[src/rtl/instr_fetch_router_if.sv]
// instr_fetch_router_if: core fetch, RAM fetch port, data-bus debug request and debug-memory slave signals.
interface instr_fetch_router_if;
  logic        instr_req_i;
  logic [31:0] instr_addr_i;
  logic        instr_gnt_o;
  logic        instr_rvalid_o;
  logic [31:0] instr_rdata_o;
  logic        instr_err_o;
  logic        ram_req_o;
  logic [31:0] ram_addr_o;
  logic [31:0] ram_rdata_i;
  logic        dbus_req_i;
  logic        dbus_we_i;
  logic [31:0] dbus_addr_i;
  logic [3:0]  dbus_be_i;
  logic [31:0] dbus_wdata_i;
  logic        dbus_gnt_o;
  logic        dbus_rvalid_o;
  logic [31:0] dbus_rdata_o;
  logic        dbg_req_o;
  logic        dbg_we_o;
  logic [31:0] dbg_addr_o;
  logic [3:0]  dbg_be_o;
  logic [31:0] dbg_wdata_o;
  logic [31:0] dbg_rdata_i;
  modport slave (
    input  instr_req_i, instr_addr_i, ram_rdata_i, dbus_req_i, dbus_we_i,
           dbus_addr_i, dbus_be_i, dbus_wdata_i, dbg_rdata_i,
    output instr_gnt_o, instr_rvalid_o, instr_rdata_o, instr_err_o, ram_req_o,
           ram_addr_o, dbus_gnt_o, dbus_rvalid_o, dbus_rdata_o, dbg_req_o,
           dbg_we_o, dbg_addr_o, dbg_be_o, dbg_wdata_o
  );
  modport master (
    output instr_req_i, instr_addr_i, ram_rdata_i, dbus_req_i, dbus_we_i,
           dbus_addr_i, dbus_be_i, dbus_wdata_i, dbg_rdata_i,
    input  instr_gnt_o, instr_rvalid_o, instr_rdata_o, instr_err_o, ram_req_o,
           ram_addr_o, dbus_gnt_o, dbus_rvalid_o, dbus_rdata_o, dbg_req_o,
           dbg_we_o, dbg_addr_o, dbg_be_o, dbg_wdata_o
  );
endinterface

[src/rtl/instr_fetch_router.sv]
// instr_fetch_router: routes fetches to RAM or debug memory, arbitrating the debug port
// against data-bus requests with a starvation-bounded fixed priority.
module instr_fetch_router #(
  parameter logic [31:0] RamBase = 32'h00100000,
  parameter logic [31:0] RamMask = 32'hFFFF0000,
  parameter logic [31:0] DbgBase = 32'h1A110000,
  parameter logic [31:0] DbgMask = 32'hFFFF0000,
  parameter int unsigned MaxWait = 3
) (
  input logic clk_i,
  input logic rst_ni,
  instr_fetch_router_if.slave bus
);
  localparam logic [1:0] SRC_NONE = 2'd0;
  localparam logic [1:0] SRC_RAM  = 2'd1;
  localparam logic [1:0] SRC_DBG  = 2'd2;
  localparam logic [1:0] SRC_ERR  = 2'd3;
  localparam logic [3:0] MW = 4'(MaxWait);
  logic       hit_ram, hit_dbg, f_ram, f_dbg, f_err, fetch_win, data_win;
  logic [3:0] cnt;
  logic [1:0] src;
  assign hit_ram   = (bus.instr_addr_i & RamMask) == RamBase;
  assign hit_dbg   = (bus.instr_addr_i & DbgMask) == DbgBase;
  assign f_ram     = bus.instr_req_i & hit_ram;
  assign f_dbg     = bus.instr_req_i & hit_dbg & ~hit_ram;
  assign f_err     = bus.instr_req_i & ~hit_ram & ~hit_dbg;
  // Data normally wins the debug port; a fetch that has lost MaxWait times in a row takes it.
  assign fetch_win = f_dbg & (~bus.dbus_req_i | (cnt == MW));
  assign data_win  = bus.dbus_req_i & ~fetch_win;
  assign bus.instr_gnt_o    = f_ram | f_err | fetch_win;
  assign bus.dbus_gnt_o     = data_win;
  assign bus.ram_req_o      = f_ram;
  assign bus.ram_addr_o     = bus.instr_addr_i;
  assign bus.dbg_req_o      = fetch_win | data_win;
  assign bus.dbg_we_o       = fetch_win ? 1'b0 : bus.dbus_we_i;
  assign bus.dbg_addr_o     = fetch_win ? bus.instr_addr_i : bus.dbus_addr_i;
  assign bus.dbg_be_o       = fetch_win ? 4'hF : bus.dbus_be_i;
  assign bus.dbg_wdata_o    = fetch_win ? 32'h0 : bus.dbus_wdata_i;
  assign bus.instr_rvalid_o = src != SRC_NONE;
  assign bus.instr_err_o    = src == SRC_ERR;
  assign bus.instr_rdata_o  = src == SRC_RAM ? bus.ram_rdata_i :
                              src == SRC_DBG ? bus.dbg_rdata_i : 32'h0;
  assign bus.dbus_rdata_o   = bus.dbg_rdata_i;
  always_ff @(posedge clk_i or negedge rst_ni)
    if (!rst_ni) begin
      cnt               <= '0;
      src               <= SRC_NONE;
      bus.dbus_rvalid_o <= 1'b0;
    end else begin
      cnt               <= (f_dbg && !fetch_win) ? ((cnt == MW) ? cnt : cnt + 4'd1) : '0;
      src               <= f_ram ? SRC_RAM : fetch_win ? SRC_DBG : f_err ? SRC_ERR : SRC_NONE;
      bus.dbus_rvalid_o <= data_win;
    end
endmodule
[src/flat_wrapper.sv]
// flat-port wrapper written by rule: the top's interface ports become plain ports
module instr_fetch_router_flat 
#(
  parameter logic [31:0] RamBase = 32'h00100000,
  parameter logic [31:0] RamMask = 32'hFFFF0000,
  parameter logic [31:0] DbgBase = 32'h1A110000,
  parameter logic [31:0] DbgMask = 32'hFFFF0000,
  parameter int unsigned MaxWait = 3
)
  (clk_i, rst_ni, bus_instr_req_i, bus_instr_addr_i, bus_ram_rdata_i, bus_dbus_req_i, bus_dbus_we_i, bus_dbus_addr_i, bus_dbus_be_i, bus_dbus_wdata_i, bus_dbg_rdata_i, bus_instr_gnt_o, bus_instr_rvalid_o, bus_instr_rdata_o, bus_instr_err_o, bus_ram_req_o, bus_ram_addr_o, bus_dbus_gnt_o, bus_dbus_rvalid_o, bus_dbus_rdata_o, bus_dbg_req_o, bus_dbg_we_o, bus_dbg_addr_o, bus_dbg_be_o, bus_dbg_wdata_o);
  instr_fetch_router_if bus_i ();
  input logic clk_i;
  input logic rst_ni;
  input wire logic [$bits(bus_i.instr_req_i)-1:0] bus_instr_req_i;
  input wire logic [$bits(bus_i.instr_addr_i)-1:0] bus_instr_addr_i;
  input wire logic [$bits(bus_i.ram_rdata_i)-1:0] bus_ram_rdata_i;
  input wire logic [$bits(bus_i.dbus_req_i)-1:0] bus_dbus_req_i;
  input wire logic [$bits(bus_i.dbus_we_i)-1:0] bus_dbus_we_i;
  input wire logic [$bits(bus_i.dbus_addr_i)-1:0] bus_dbus_addr_i;
  input wire logic [$bits(bus_i.dbus_be_i)-1:0] bus_dbus_be_i;
  input wire logic [$bits(bus_i.dbus_wdata_i)-1:0] bus_dbus_wdata_i;
  input wire logic [$bits(bus_i.dbg_rdata_i)-1:0] bus_dbg_rdata_i;
  output wire logic [$bits(bus_i.instr_gnt_o)-1:0] bus_instr_gnt_o;
  output wire logic [$bits(bus_i.instr_rvalid_o)-1:0] bus_instr_rvalid_o;
  output wire logic [$bits(bus_i.instr_rdata_o)-1:0] bus_instr_rdata_o;
  output wire logic [$bits(bus_i.instr_err_o)-1:0] bus_instr_err_o;
  output wire logic [$bits(bus_i.ram_req_o)-1:0] bus_ram_req_o;
  output wire logic [$bits(bus_i.ram_addr_o)-1:0] bus_ram_addr_o;
  output wire logic [$bits(bus_i.dbus_gnt_o)-1:0] bus_dbus_gnt_o;
  output wire logic [$bits(bus_i.dbus_rvalid_o)-1:0] bus_dbus_rvalid_o;
  output wire logic [$bits(bus_i.dbus_rdata_o)-1:0] bus_dbus_rdata_o;
  output wire logic [$bits(bus_i.dbg_req_o)-1:0] bus_dbg_req_o;
  output wire logic [$bits(bus_i.dbg_we_o)-1:0] bus_dbg_we_o;
  output wire logic [$bits(bus_i.dbg_addr_o)-1:0] bus_dbg_addr_o;
  output wire logic [$bits(bus_i.dbg_be_o)-1:0] bus_dbg_be_o;
  output wire logic [$bits(bus_i.dbg_wdata_o)-1:0] bus_dbg_wdata_o;
  assign bus_i.instr_req_i = bus_instr_req_i;
  assign bus_i.instr_addr_i = bus_instr_addr_i;
  assign bus_i.ram_rdata_i = bus_ram_rdata_i;
  assign bus_i.dbus_req_i = bus_dbus_req_i;
  assign bus_i.dbus_we_i = bus_dbus_we_i;
  assign bus_i.dbus_addr_i = bus_dbus_addr_i;
  assign bus_i.dbus_be_i = bus_dbus_be_i;
  assign bus_i.dbus_wdata_i = bus_dbus_wdata_i;
  assign bus_i.dbg_rdata_i = bus_dbg_rdata_i;
  assign bus_instr_gnt_o = bus_i.instr_gnt_o;
  assign bus_instr_rvalid_o = bus_i.instr_rvalid_o;
  assign bus_instr_rdata_o = bus_i.instr_rdata_o;
  assign bus_instr_err_o = bus_i.instr_err_o;
  assign bus_ram_req_o = bus_i.ram_req_o;
  assign bus_ram_addr_o = bus_i.ram_addr_o;
  assign bus_dbus_gnt_o = bus_i.dbus_gnt_o;
  assign bus_dbus_rvalid_o = bus_i.dbus_rvalid_o;
  assign bus_dbus_rdata_o = bus_i.dbus_rdata_o;
  assign bus_dbg_req_o = bus_i.dbg_req_o;
  assign bus_dbg_we_o = bus_i.dbg_we_o;
  assign bus_dbg_addr_o = bus_i.dbg_addr_o;
  assign bus_dbg_be_o = bus_i.dbg_be_o;
  assign bus_dbg_wdata_o = bus_i.dbg_wdata_o;
  instr_fetch_router #(.RamBase(RamBase), .RamMask(RamMask), .DbgBase(DbgBase), .DbgMask(DbgMask), .MaxWait(MaxWait)) u_core (.clk_i(clk_i), .rst_ni(rst_ni), .bus(bus_i));
endmodule
[config.mk]
export PLATFORM = sky130hd
export DESIGN_NAME = instr_fetch_router_flat
export DESIGN_NICKNAME = d
export VERILOG_FILES = /design/src/rtl/instr_fetch_router_if.sv /design/src/rtl/instr_fetch_router.sv /design/src/flat_wrapper.sv
export SDC_FILE = /design/constraint.sdc
export NUM_CORES = 1
export LEC_CHECK = 0
export BUFFER_PORTS_ARGS = -buffer_cell sky130_fd_sc_hd__buf_2
export CAP_MARGIN = 25
export CORE_AREA = 10 10 124 126
export DETAILED_ROUTE_END_ITERATION = 6
export DIE_AREA = 0 0 134 136
export PLACE_DENSITY = 0.59
export REMOVE_ABC_BUFFERS = 1
export SLEW_MARGIN = 20
export SYNTH_ARGS = -nofsm -noshare
export SYNTH_HDL_FRONTEND = slang
export SYNTH_SLANG_ARGS = --single-unit
[constraint.sdc]
create_clock -name clk_i -period 5.75 [get_ports clk_i]
set_clock_uncertainty 0.1 [all_clocks]
set_input_delay 0.2875 -clock clk_i [delete_from_list [all_inputs] [get_ports clk_i]]
set_output_delay 0.2875 -clock clk_i [all_outputs]
set_load 0.02 [all_outputs]
==> flow_metrics.py, run 1 <==
metrics = {
    "run_status": {
        "outcome": "complete, no violations",
    },
    "drt": {
        "post_drt_via_cell_ratio": 3.800,
        "route.vias.total": 2531,
        "detailedRoute.firstIterationViolations": 37,
        "routedWlPerCell_um": 18.13,
        "drt_wl_total_um": 12080,
        "first_pass_iters": 4,
        "drcViolationCount": 0,
        "ant_nets": 0,
    },
    "synth": {
        "synthesis.area_per_instance_um2": 8.110,
        "fraction_of_registers_with_async_set_or_reset_after_synthesis_pct": 100.0,
        "post_synth_inst_count": 222,
        "synth-main-ff-cell": "dfrtp_1",
        "synth_top_cell_by_area": "buf_4",
        "synth-seq-cells": 7,
        "number_of_enable_flip_flop_cells_after_synthesis": 0,
        "synth.yosys.warnings": 0,
        "synth_top_area_share_pct": 27.10,
        "synthesis.area_um2": 1800,
        "synth_sequential_area_ratio_pct": 9.729,
        "largest_cells_by_area_after_synthesis": "buf_4 27%, nor2b_1 16%, a22o_1 16%",
        "synthDistinctLibCells": 31,
    },
    "global_routing": {
        "gr-total-overflow": 0,
        "first_global_vias": 2748,
        "global_route.usage.met1_pct": 11.41,
        "maximum_number_of_pins_on_one_net_before_global_route_repair": 40,
        "gr-usage-all-layers_pct": 11.50,
        "grt_use_met3_pct": 6.605,
        "antenna_violations_before_repair": 0,
        "wire_length_of_the_first_global_routing_pass_um": 16730,
        "busiest_layer": "met2",
        "grt.met2_usage_pct": 20.70,
    },
    "sta": {
        "hold_violations": 0,
        "period_share_pct": 58.16,
        "fmax_ghz": 0.2990,
        "timing.hold.ws_ns": 0.2592,
        "timing.setup.tns_ns": 0,
        "timing.slew.headroom_pct": 59.73,
        "finalMaxSlewViolations": 0,
        "worst-slew-pin-transition_ns": 0.6041,
        "setup_viol": 0,
        "period_minus_slack_ns": 3.344,
        "unrepaired_setup_endpoints_after_global_routing": "false",
    },
    "job": {
        "maxCapViolations": 0,
    },
    "finish": {
        "num-nets-final": 661,
        "layout.cells.most_common_list": "340 x buf_2, 45 x nor2b_1, 32 x a22o_1, 10 x or2_2, 10 x mux2_4",
        "final_core_occ_pct": 25.26,
        "flow.area_growth_from_synthesis_pct": 82.07,
        "layout_commonest_cell": "buf_2",
        "post_route_cells_drive_above_1_share_pct": 75.92,
        "count_of_inserted_antenna_diode_cells": 0,
        "instances_no_fill": 666,
    },
    "clock_tree": {
        "cts_tree": "yes",
        "cts_htree_levels": 1,
        "post_cts.repair.setup_buffers": 0,
        "clk_latency_ns": 0.23,
        "cts-buffers-inserted": 3,
        "max_root_sink_buffers": 2,
        "cts.sinks": 7,
        "worst_setup_hold_path_clk_slew_ns": 0.04,
        "cts.root.buffer_cell": "clkbuf_16",
    },
    "worst_setup_path": {
        "timing.rr.start": "u_core.cnt[0]",
        "start_kind": "register",
        "critPathKind": "register to output port",
        "crit_path_max_fanout": 39,
        "cp-startpoint": "u_core.cnt[0]",
        "cp_data_arrival_time_ns": 2.96,
        "critical_path_required_ns": 5.36,
        "critical_path.endpoint_type": "output port",
    },
    "pwr": {
        "ir_drop_uv": 89.17,
        "power.density_nw_per_um2": 135.0,
        "p_leak_nw": 1.968,
        "total_power_mw": 0.4426,
    },
    "floorplanning": {
        "floorplan.initialDensity_pct": 13.87,
        "die_w_um": 134,
        "boundaryPins": 341,
        "std_cell_rows": 42,
        "core_area_um2": 12980,
        "die-area_um2": 18220,
        "die_h_um": 136,
    },
    "hold_path": {
        "hp-start": "bus_dbus_req_i",
        "hold_class": "input port to register",
    },
    "placed_design": {
        "place.detailed.instances": 661,
        "placement.io_buffers": 340,
        "post-dp-hpwl_um": 11250,
        "place_congestion": 0.8114,
    },
}
Yosys cell counts, types with 2 or more instances:
cell,number
mux2_1,5
nand3_1,2
and3_1,2
nor2b_1,47
a22o_1,32
or2_2,10
nor4_1,4
nand2_1,2
nor2_1,4
buf_4,65
and2_1,2
mux2_4,10
dfrtp_1,7
buf_2,4
clkbuf_1,8
and4_1,3
power breakdown:
group	switching, mW	internal [mW]
Combinational	0.159	0.115
Clock	0.0254	0.0922
Sequential	0.000924	0.0506
critical path, stage by stage, from the launching register on:
cell	delay (ns)
dfrtp_1	0.37
ha_1	0.19
or3b_1	0.38
nand2_1	0.09
and4_2	0.63
buf_4	0.51
mux2_2	0.38
buf_2	0.16
stage by stage:
stage	setup WS (ns)	cell area (um2)
final	2.406	3278
after global placement	2.657	3167
after detailed placement	2.597	3189
after global routing	2.206	3278
after floorplan	2.447	1231
after CTS	2.369	3278
cell families after synthesis:
group           synth area share (%)
mux                            12.09
flops                          9.729
fa+ha+maj                     0.6948
compound gates                 17.16
xor+xnor                      0.9731
simple gates                   27.52
buf+inv                        31.83
worst paths after layout:
kind / end / slack (ns) / cells after the start
max: bus_dbg_addr_o[0] / 2.41 / 7
min: u_core.bus.dbus_rvalid_o / 0.26 / 2
max reg2reg: u_core.bus.dbus_rvalid_o / 3.71 / 5
min reg2reg: u_core.cnt[0] / 0.38 / 1
max in group asynchronous: u_core.src[0] / 5.06 / 2
min in group asynchronous: u_core.cnt[2] / 0.33 / 2
final cells by class:
type	count	area [um2]
multi-input combinational	134	1059
timing repair buffer	344	1742
sequential	7	175.2
clock buffer	4	78.83
inverter	1	3.754
tap	176	220.2
fill	1484	9702
repair_timing:
action | 4_1_cts | 5_1_grt
endpoints found under the hold margin | 7 | 0
gates resized for setup | 0 | 0
hold buffers | 1 | 0
routing by layer:
metal / vias to the layer above / wire (um)
met1: 1084 / 4220
met5: - / 0
met2: 206 / 5916
met4: 0 / 104
li1: 1235 / -
met3: 6 / 1833
flip-flops by register name, summed over array words and instances, names as in the netlist:
register / flops
u_core.src: 2
u_core.bus.dbus_rvalid_o: 1
u_core.cnt: 4
(Power assumes the default switching activity.)
==> run 2: changes to the inputs <==
--- a/config.mk
+++ b/config.mk
@@ -7,10 +7,10 @@
 export LEC_CHECK = 0
 export BUFFER_PORTS_ARGS = -buffer_cell sky130_fd_sc_hd__buf_2
 export CAP_MARGIN = 25
-export CORE_AREA = 10 10 124 126
+export CORE_AREA = 10 10 125 127
 export DETAILED_ROUTE_END_ITERATION = 6
-export DIE_AREA = 0 0 134 136
-export PLACE_DENSITY = 0.59
+export DIE_AREA = 0 0 135 137
+export PLACE_DENSITY = 0.6
 export REMOVE_ABC_BUFFERS = 1
 export SLEW_MARGIN = 20
 export SYNTH_ARGS = -nofsm -noshare
==> constraint.sdc (replaced) <==
create_clock -name clk_i -period 2.9 [get_ports clk_i]
set_clock_uncertainty 0.1 [all_clocks]
set_input_delay 0.145 -clock clk_i [delete_from_list [all_inputs] [get_ports clk_i]]
set_output_delay 0.145 -clock clk_i [all_outputs]
set_load 0.02 [all_outputs]
==> run 2 against run 1 <==
Effect of this change:
- cell count up 0.30%
- routed wire length increased by 4.3%
- combinational power grew 99%
- count of clock-buffer cells in the layout unchanged
- global-route usage grew 0.24 points
- via count increased by 2.1%
- critical endpoint unchanged
==> flow_metrics.py, run 2 (same netlist as run 1, synthesis figures left out) <==
metrics = {
    "run_status": {
        "outcome": "complete, no violations",
    },
    "drt": {
        "detailedRoute.firstIterationViolations": 47,
        "drt_wl_total_um": 12600,
        "drcViolationCount": 0,
        "post_drt_via_cell_ratio": 3.867,
        "route.vias.total": 2583,
        "ant_nets": 0,
        "routedWlPerCell_um": 18.86,
        "first_pass_iters": 4,
    },
    "finish": {
        "layout_commonest_cell": "buf_2",
        "layout.filler_cells": 1458,
        "design_area_um2": 3298,
        "reg.largest.list": "u_core.cnt x4, u_core.src x2, u_core.bus.dbus_rvalid_o x1",
        "num-nets-final": 663,
        "count_of_inserted_antenna_diode_cells": 0,
        "final_core_occ_pct": 25.21,
        "flow.area_growth_from_synthesis_pct": 83.18,
        "post_route_cells_drive_above_1_share_pct": 76.02,
        "layout.cells.most_common_list": "340 x buf_2, 45 x nor2b_1, 32 x a22o_1, 10 x or2_2, 10 x mux2_4",
        "flip_flop_count_of_the_largest_register_all_copies_and_words_added": 4,
        "max_flop_register": "u_core.cnt",
    },
    "sta": {
        "finalMaxSlewViolations": 0,
        "timing.hold.ws_ns": 0.1110,
        "worst-slew-pin-transition_ns": 0.3548,
        "hold_violations": 0,
        "setup_viol": 0,
        "period_minus_slack_ns": 2.568,
        "timing.slew.headroom_pct": 76.13,
        "fmax_ghz": 0.3894,
        "period_share_pct": 88.56,
        "layout_setup_ws_ns": 0.3318,
        "unrepaired_setup_endpoints_after_global_routing": "false",
    },
    "clock_tree": {
        "cts-buffers-inserted": 3,
        "post_cts.repair.setup_buffers": 0,
        "cts_htree_levels": 1,
        "cts.sinks": 7,
        "max_root_sink_buffers": 2,
        "cts_tree": "yes",
        "cts.root.buffer_cell": "clkbuf_16",
        "clk_latency_ns": 0.23,
        "worst_setup_hold_path_clk_slew_ns": 0.04,
    },
    "floorplanning": {
        "boundaryPins": 341,
        "core_area_um2": 13090,
        "die-area_um2": 18500,
        "floorplan.initialDensity_pct": 13.76,
        "die_h_um": 137,
        "die_w_um": 135,
        "std_cell_rows": 42,
    },
    "hold_path": {
        "hold_class": "input port to register",
        "worstHoldPathCells": 2,
        "hp-start": "bus_dbus_req_i",
    },
    "global_routing": {
        "antenna_violations_before_repair": 2,
        "gr-total-overflow": 0,
        "wire_length_of_the_first_global_routing_pass_um": 16850,
        "first_global_vias": 2797,
        "gr-usage-all-layers_pct": 11.74,
        "maximum_number_of_pins_on_one_net_before_global_route_repair": 46,
    },
    "worst_setup_path": {
        "slowest_delay_ns": 0.37,
        "start_kind": "register",
        "critPathKind": "register to output port",
        "cp_top_family": "simple AND/OR/NAND/NOR gates",
        "critical_path.endpoint_type": "output port",
        "number_of_buffer_and_inverter_stages_on_the_critical_path": 2,
        "timing.rr.start": "u_core.cnt[0]",
        "critical_path_required_ns": 2.65,
        "crit_path_max_fanout": 45,
        "critical_path.cell_chain": "ha_1, or3b_1, nand2_1, and4_2, buf_12, mux2_2, buf_2",
        "crit_slowest_cell": "dfrtp_1",
        "cp-startpoint": "u_core.cnt[0]",
        "cp_data_arrival_time_ns": 2.32,
        "worstSetupPathDepth": 7,
        "r2r.worst_path.cells": 5,
    },
    "pwr": {
        "p_leak_nw": 1.980,
        "power.density_nw_per_um2": 267.0,
        "total_power_mw": 0.8807,
        "ir_drop_uv": 179.3,
    },
    "placed_design": {
        "place_area_um2": 3209,
        "placement.io_buffers": 340,
        "post-dp-hpwl_um": 11780,
        "place_ws_ns": 0.5807,
        "place_congestion": 0.8354,
    },
    "job": {
        "maxCapViolations": 0,
    },
}
-- run 2: through the flow --
stage / setup TNS, ns / instances
after detailed placement: 0 / 663
after floorplan: -10.03 / 142
final: 0 / 668
after CTS: 0 / 668
after global routing: 0 / 668
after global placement: 0 / 663
-- run 2: layer usage --
layer  vias to the layer above  part of all wire [%]  track usage [%]
li1                       1242                     -                -
met1                      1121                    31            10.02
met2                       212                    53            23.17
met3                         8                    15            7.001
met4                         0                  0.74            1.734
met5                         -                     0                0
-- run 2: where the power goes --
group	internal (mW)	total, mW	switching (mW)
combinational	0.227	0.544	0.317
clock	0.183	0.234	0.0514
sequential	0.100	0.102	0.00185
total	0.510	0.881	0.370
-- run 2: worst paths after layout --
path	end	slack [ns]
setup / recovery	bus_dbg_addr_o[0]	0.33
hold / removal	u_core.bus.dbus_rvalid_o	0.11
setup reg to reg	u_core.bus.dbus_rvalid_o	1.32
hold reg to reg	u_core.cnt[0]	0.37
max in group asynchronous	u_core.cnt[1]	2.37
min in group asynchronous	u_core.bus.dbus_rvalid_o	0.18
-- run 2: area by class of cell --
| cell class | count | area, um2 | area share [%] |
|---|---|---|---|
| clock buffer | 4 | 78.83 | 2.390 |
| sequential | 7 | 175.2 | 5.311 |
| timing repair buffer | 346 | 1762 | 53.41 |
| multi-input combinational | 134 | 1059 | 32.09 |
| inverter | 1 | 3.754 | 0.1138 |
| tap | 176 | 220.2 | 6.677 |
-- run 2: what timing repair did --
item,in CTS,in global routing
hold endpoints to repair,7,0
resized for setup,0,0
hold buffers,1,0
==> run 3: changes to the inputs <==
--- a/config.mk
+++ b/config.mk
@@ -5,12 +5,13 @@
 export SDC_FILE = /design/constraint.sdc
 export NUM_CORES = 1
 export LEC_CHECK = 0
+export ABC_AREA = 1
 export BUFFER_PORTS_ARGS = -buffer_cell sky130_fd_sc_hd__buf_2
 export CAP_MARGIN = 25
-export CORE_AREA = 10 10 125 127
+export CORE_AREA = 10 10 123 125
 export DETAILED_ROUTE_END_ITERATION = 6
-export DIE_AREA = 0 0 135 137
-export PLACE_DENSITY = 0.6
+export DIE_AREA = 0 0 133 135
+export PLACE_DENSITY = 0.65
 export REMOVE_ABC_BUFFERS = 1
 export SLEW_MARGIN = 20
 export SYNTH_ARGS = -nofsm -noshare
==> run 3 against run 2 <==
Effect of this change:
- clock power rose by 4%
- combinational power rose by 5.9%
- maximum frequency rose by 8.0%
- non-clock buffer count fell by 1
- largest power group unchanged
- cell area rose by 10%
==> flow_metrics.py, run 3 <==
metrics = {
    "synth": {
        "synth_top_area_share_pct": 21.79,
        "post_synth_inst_count": 428,
        "synth.yosys.warnings": 0,
        "synthesis.area_um2": 2205,
        "synth_sequential_area_ratio_pct": 7.946,
        "synth_top_cell_by_area": "buf_4",
        "number_of_enable_flip_flop_cells_after_synthesis": 0,
        "synthesis.area_per_instance_um2": 5.151,
        "synthDistinctLibCells": 18,
        "largest_cells_by_area_after_synthesis": "buf_4 22%, nand2_1 17%, nand3_1 16%",
        "synth-seq-cells": 7,
        "synthMostInstantiatedCell": "nand2_1",
        "commonest_cells_in_the_synthesized_netlist": "99 x nand2_1, 74 x inv_1, 70 x nand3_1, 66 x nor2_1, 64 x buf_4",
        "fraction_of_registers_with_async_set_or_reset_after_synthesis_pct": 100.0,
        "synth-main-ff-cell": "dfrtp_1",
    },
    "global_routing": {
        "maximum_number_of_pins_on_one_net_before_global_route_repair": 46,
        "wire_length_of_the_first_global_routing_pass_um": 18350,
        "antenna_violations_before_repair": 0,
        "gr-usage-all-layers_pct": 12.40,
        "first_global_vias": 3508,
        "gr-total-overflow": 0,
    },
    "finish": {
        "layout_commonest_cell": "buf_2",
        "post_route_cells_drive_above_1_share_pct": 50.94,
        "flip_flop_count_of_the_largest_register_all_copies_and_words_added": 4,
        "reg.largest.list": "u_core.cnt x4, u_core.src x2, u_core.bus.dbus_rvalid_o x1",
        "count_of_inserted_antenna_diode_cells": 0,
        "instances_no_fill": 861,
        "num-nets-final": 860,
        "area_used_by_multi_input_combinational_logic_um2": 1141,
        "layout.cells.most_common_list": "340 x buf_2, 99 x nand2_1, 74 x inv_1, 70 x nand3_1, 66 x nor2_1",
        "flow.area_growth_from_synthesis_pct": 64.98,
        "layout.filler_cells": 1460,
        "sequential_cell_area_um2": 175.2,
        "max_flop_register": "u_core.cnt",
    },
    "worst_setup_path": {
        "crit_path_max_fanout": 45,
        "cp_data_arrival_time_ns": 2.13,
        "number_of_buffer_and_inverter_stages_on_the_critical_path": 3,
        "worst_r2r_endpoint": "u_core.bus.dbus_rvalid_o",
        "timing.critical_path.to": "bus_dbg_wdata_o[14]",
        "slowest_delay_ns": 0.41,
        "cp_top_family": "buffers and inverters",
        "crit_slowest_cell": "inv_4",
        "critical_path.endpoint_type": "output port",
        "critPathKind": "register to output port",
        "cp-startpoint": "u_core.cnt[0]",
        "critical_path.cell_chain": "ha_1, nand3_1, nand2_1, buf_4, nand3_4, inv_4, nor2_1, buf_2",
        "timing.rr.start": "u_core.cnt[0]",
        "worstSetupPathDepth": 8,
        "setup.reg_to_reg.worst_slack_ns": 0.95,
        "r2r.worst_path.cells": 7,
        "start_kind": "register",
        "critical_path_required_ns": 2.65,
    },
    "clock_tree": {
        "cts.sinks": 7,
        "cts-buffers-inserted": 3,
        "cts_htree_levels": 1,
        "cts.root.buffer_cell": "clkbuf_16",
        "max_root_sink_buffers": 2,
        "worst_setup_hold_path_clk_slew_ns": 0.04,
        "clk_latency_ns": 0.23,
        "cts_tree": "yes",
        "post_cts.repair.setup_buffers": 0,
    },
    "drt": {
        "ant_nets": 0,
        "drt_wl_total_um": 12560,
        "drcViolationCount": 0,
        "post_drt_via_cell_ratio": 3.970,
        "detailedRoute.firstIterationViolations": 177,
        "routedWlPerCell_um": 14.59,
        "route.vias.total": 3418,
        "first_pass_iters": 4,
    },
    "floorplanning": {
        "std_cell_rows": 41,
        "die_w_um": 133,
        "boundaryPins": 341,
        "die-area_um2": 17960,
        "die_h_um": 135,
        "core_area_um2": 12570,
        "floorplan.initialDensity_pct": 17.54,
    },
    "pwr": {
        "p_leak_nw": 2.523,
        "power.density_nw_per_um2": 252.9,
        "ir_drop_uv": 185.0,
    },
    "sta": {
        "timing.setup.tns_ns": 0,
        "hold_violations": 0,
        "unrepaired_setup_endpoints_after_global_routing": "false",
        "fmax_ghz": 0.4205,
        "setup_viol": 0,
        "period_share_pct": 82.00,
        "worst-slew-pin-transition_ns": 0.9306,
        "period_minus_slack_ns": 2.378,
        "finalMaxSlewViolations": 0,
        "timing.slew.headroom_pct": 37.89,
    },
    "hold_path": {
        "hold_class": "input port to register",
    },
    "placed_design": {
        "post-dp-hpwl_um": 11080,
        "placement.io_buffers": 340,
        "place_congestion": 0.8251,
        "place.detailed.instances": 856,
    },
    "job": {
        "maxCapViolations": 0,
    },
    "run_status": {
        "outcome": "complete, no violations",
    },
}
==> run 3: layer usage <==
metal | global-route usage [%] | vias up | share of wire [%]
met5 | 0 | - | 0
met4 | 2.751 | 0 | 1.4
met3 | 5.453 | 10 | 10
met2 | 23.05 | 194 | 52
met1 | 12.46 | 1456 | 37
li1 | - | 1758 | -
==> run 3: worst reg2reg max path: stages, from the launching register on <==
cell and delay [ns]:
dfrtp_1 0.36, ha_1 0.19, nand3_1 0.09, nand2_1 0.06
buf_4 0.23, nand3_4 0.25, inv_4 0.42, nor2_1 0.11
==> run 3: final cells by class <==
class	count	share of cell area (%)
Inverter	75	7.809
Multi-Input combinational cell	258	31.37
Tap cell	172	5.917
Clock inverter	1	0.1376
Clock buffer	3	2.064
Sequential cell	7	4.816
Timing Repair Buffer	345	47.88
==> run 3: worst min path at each step <==
stage               depth (start not counted)           start  slack [ns]                  endpoint
floorplan                                   0          rst_ni       -0.25  u_core.bus.dbus_rvalid_o
global route                                3  bus_dbus_req_i        0.13  u_core.bus.dbus_rvalid_o
CTS                                         3  bus_dbus_req_i        0.11  u_core.bus.dbus_rvalid_o
finish                                      3  bus_dbus_req_i        0.10  u_core.bus.dbus_rvalid_o
global placement                            1          rst_ni       -0.08  u_core.bus.dbus_rvalid_o
detailed placement                          1          rst_ni       -0.08  u_core.bus.dbus_rvalid_o
==> run 3: kinds of logic (layout without fill, tap and decap cells) <==
kind of cell | Yosys count | in the layout | synth area share (%)
flip-flops | 7 | 7 | 7.946
AND/OR/NAND/NOR | 255 | 255 | 50.40
buffers and inverters | 163 | 424 | 40.30
XOR/XNOR | 2 | 2 | 0.7947
adder cells (fa/ha/maj) | 1 | 1 | 0.5674
==> run 3: what timing repair did <==
item | CTS | global route
hold buffers | 1 | 0
gates resized for setup | 0 | 0
endpoints found under the hold margin | 7 | 0
==> run 3: through the flow <==
step	cell area, um2	hold slack [ns]	power [mW]	util, %	setup WS [ns]
floorplan	1600	-0.2506	0.3210	-	0.8472
detailed placement	3547	-0.08391	0.6821	28.22	0.6606
finish	3637	0.1021	0.9199	28.94	0.5221
global placement	3547	-0.08238	0.6818	28.22	0.6637
global route	3637	0.1276	0.9838	28.94	0.2770
CTS	3637	0.1068	0.9348	28.94	0.4942
==> run 3: power by group <==
group          internal (mW)  switching [mW]  total, mW  leakage, nW
clock                  0.182          0.0610      0.243       0.0409
sequential             0.100         0.00104      0.101       0.0909
combinational          0.212           0.363      0.576         2.39
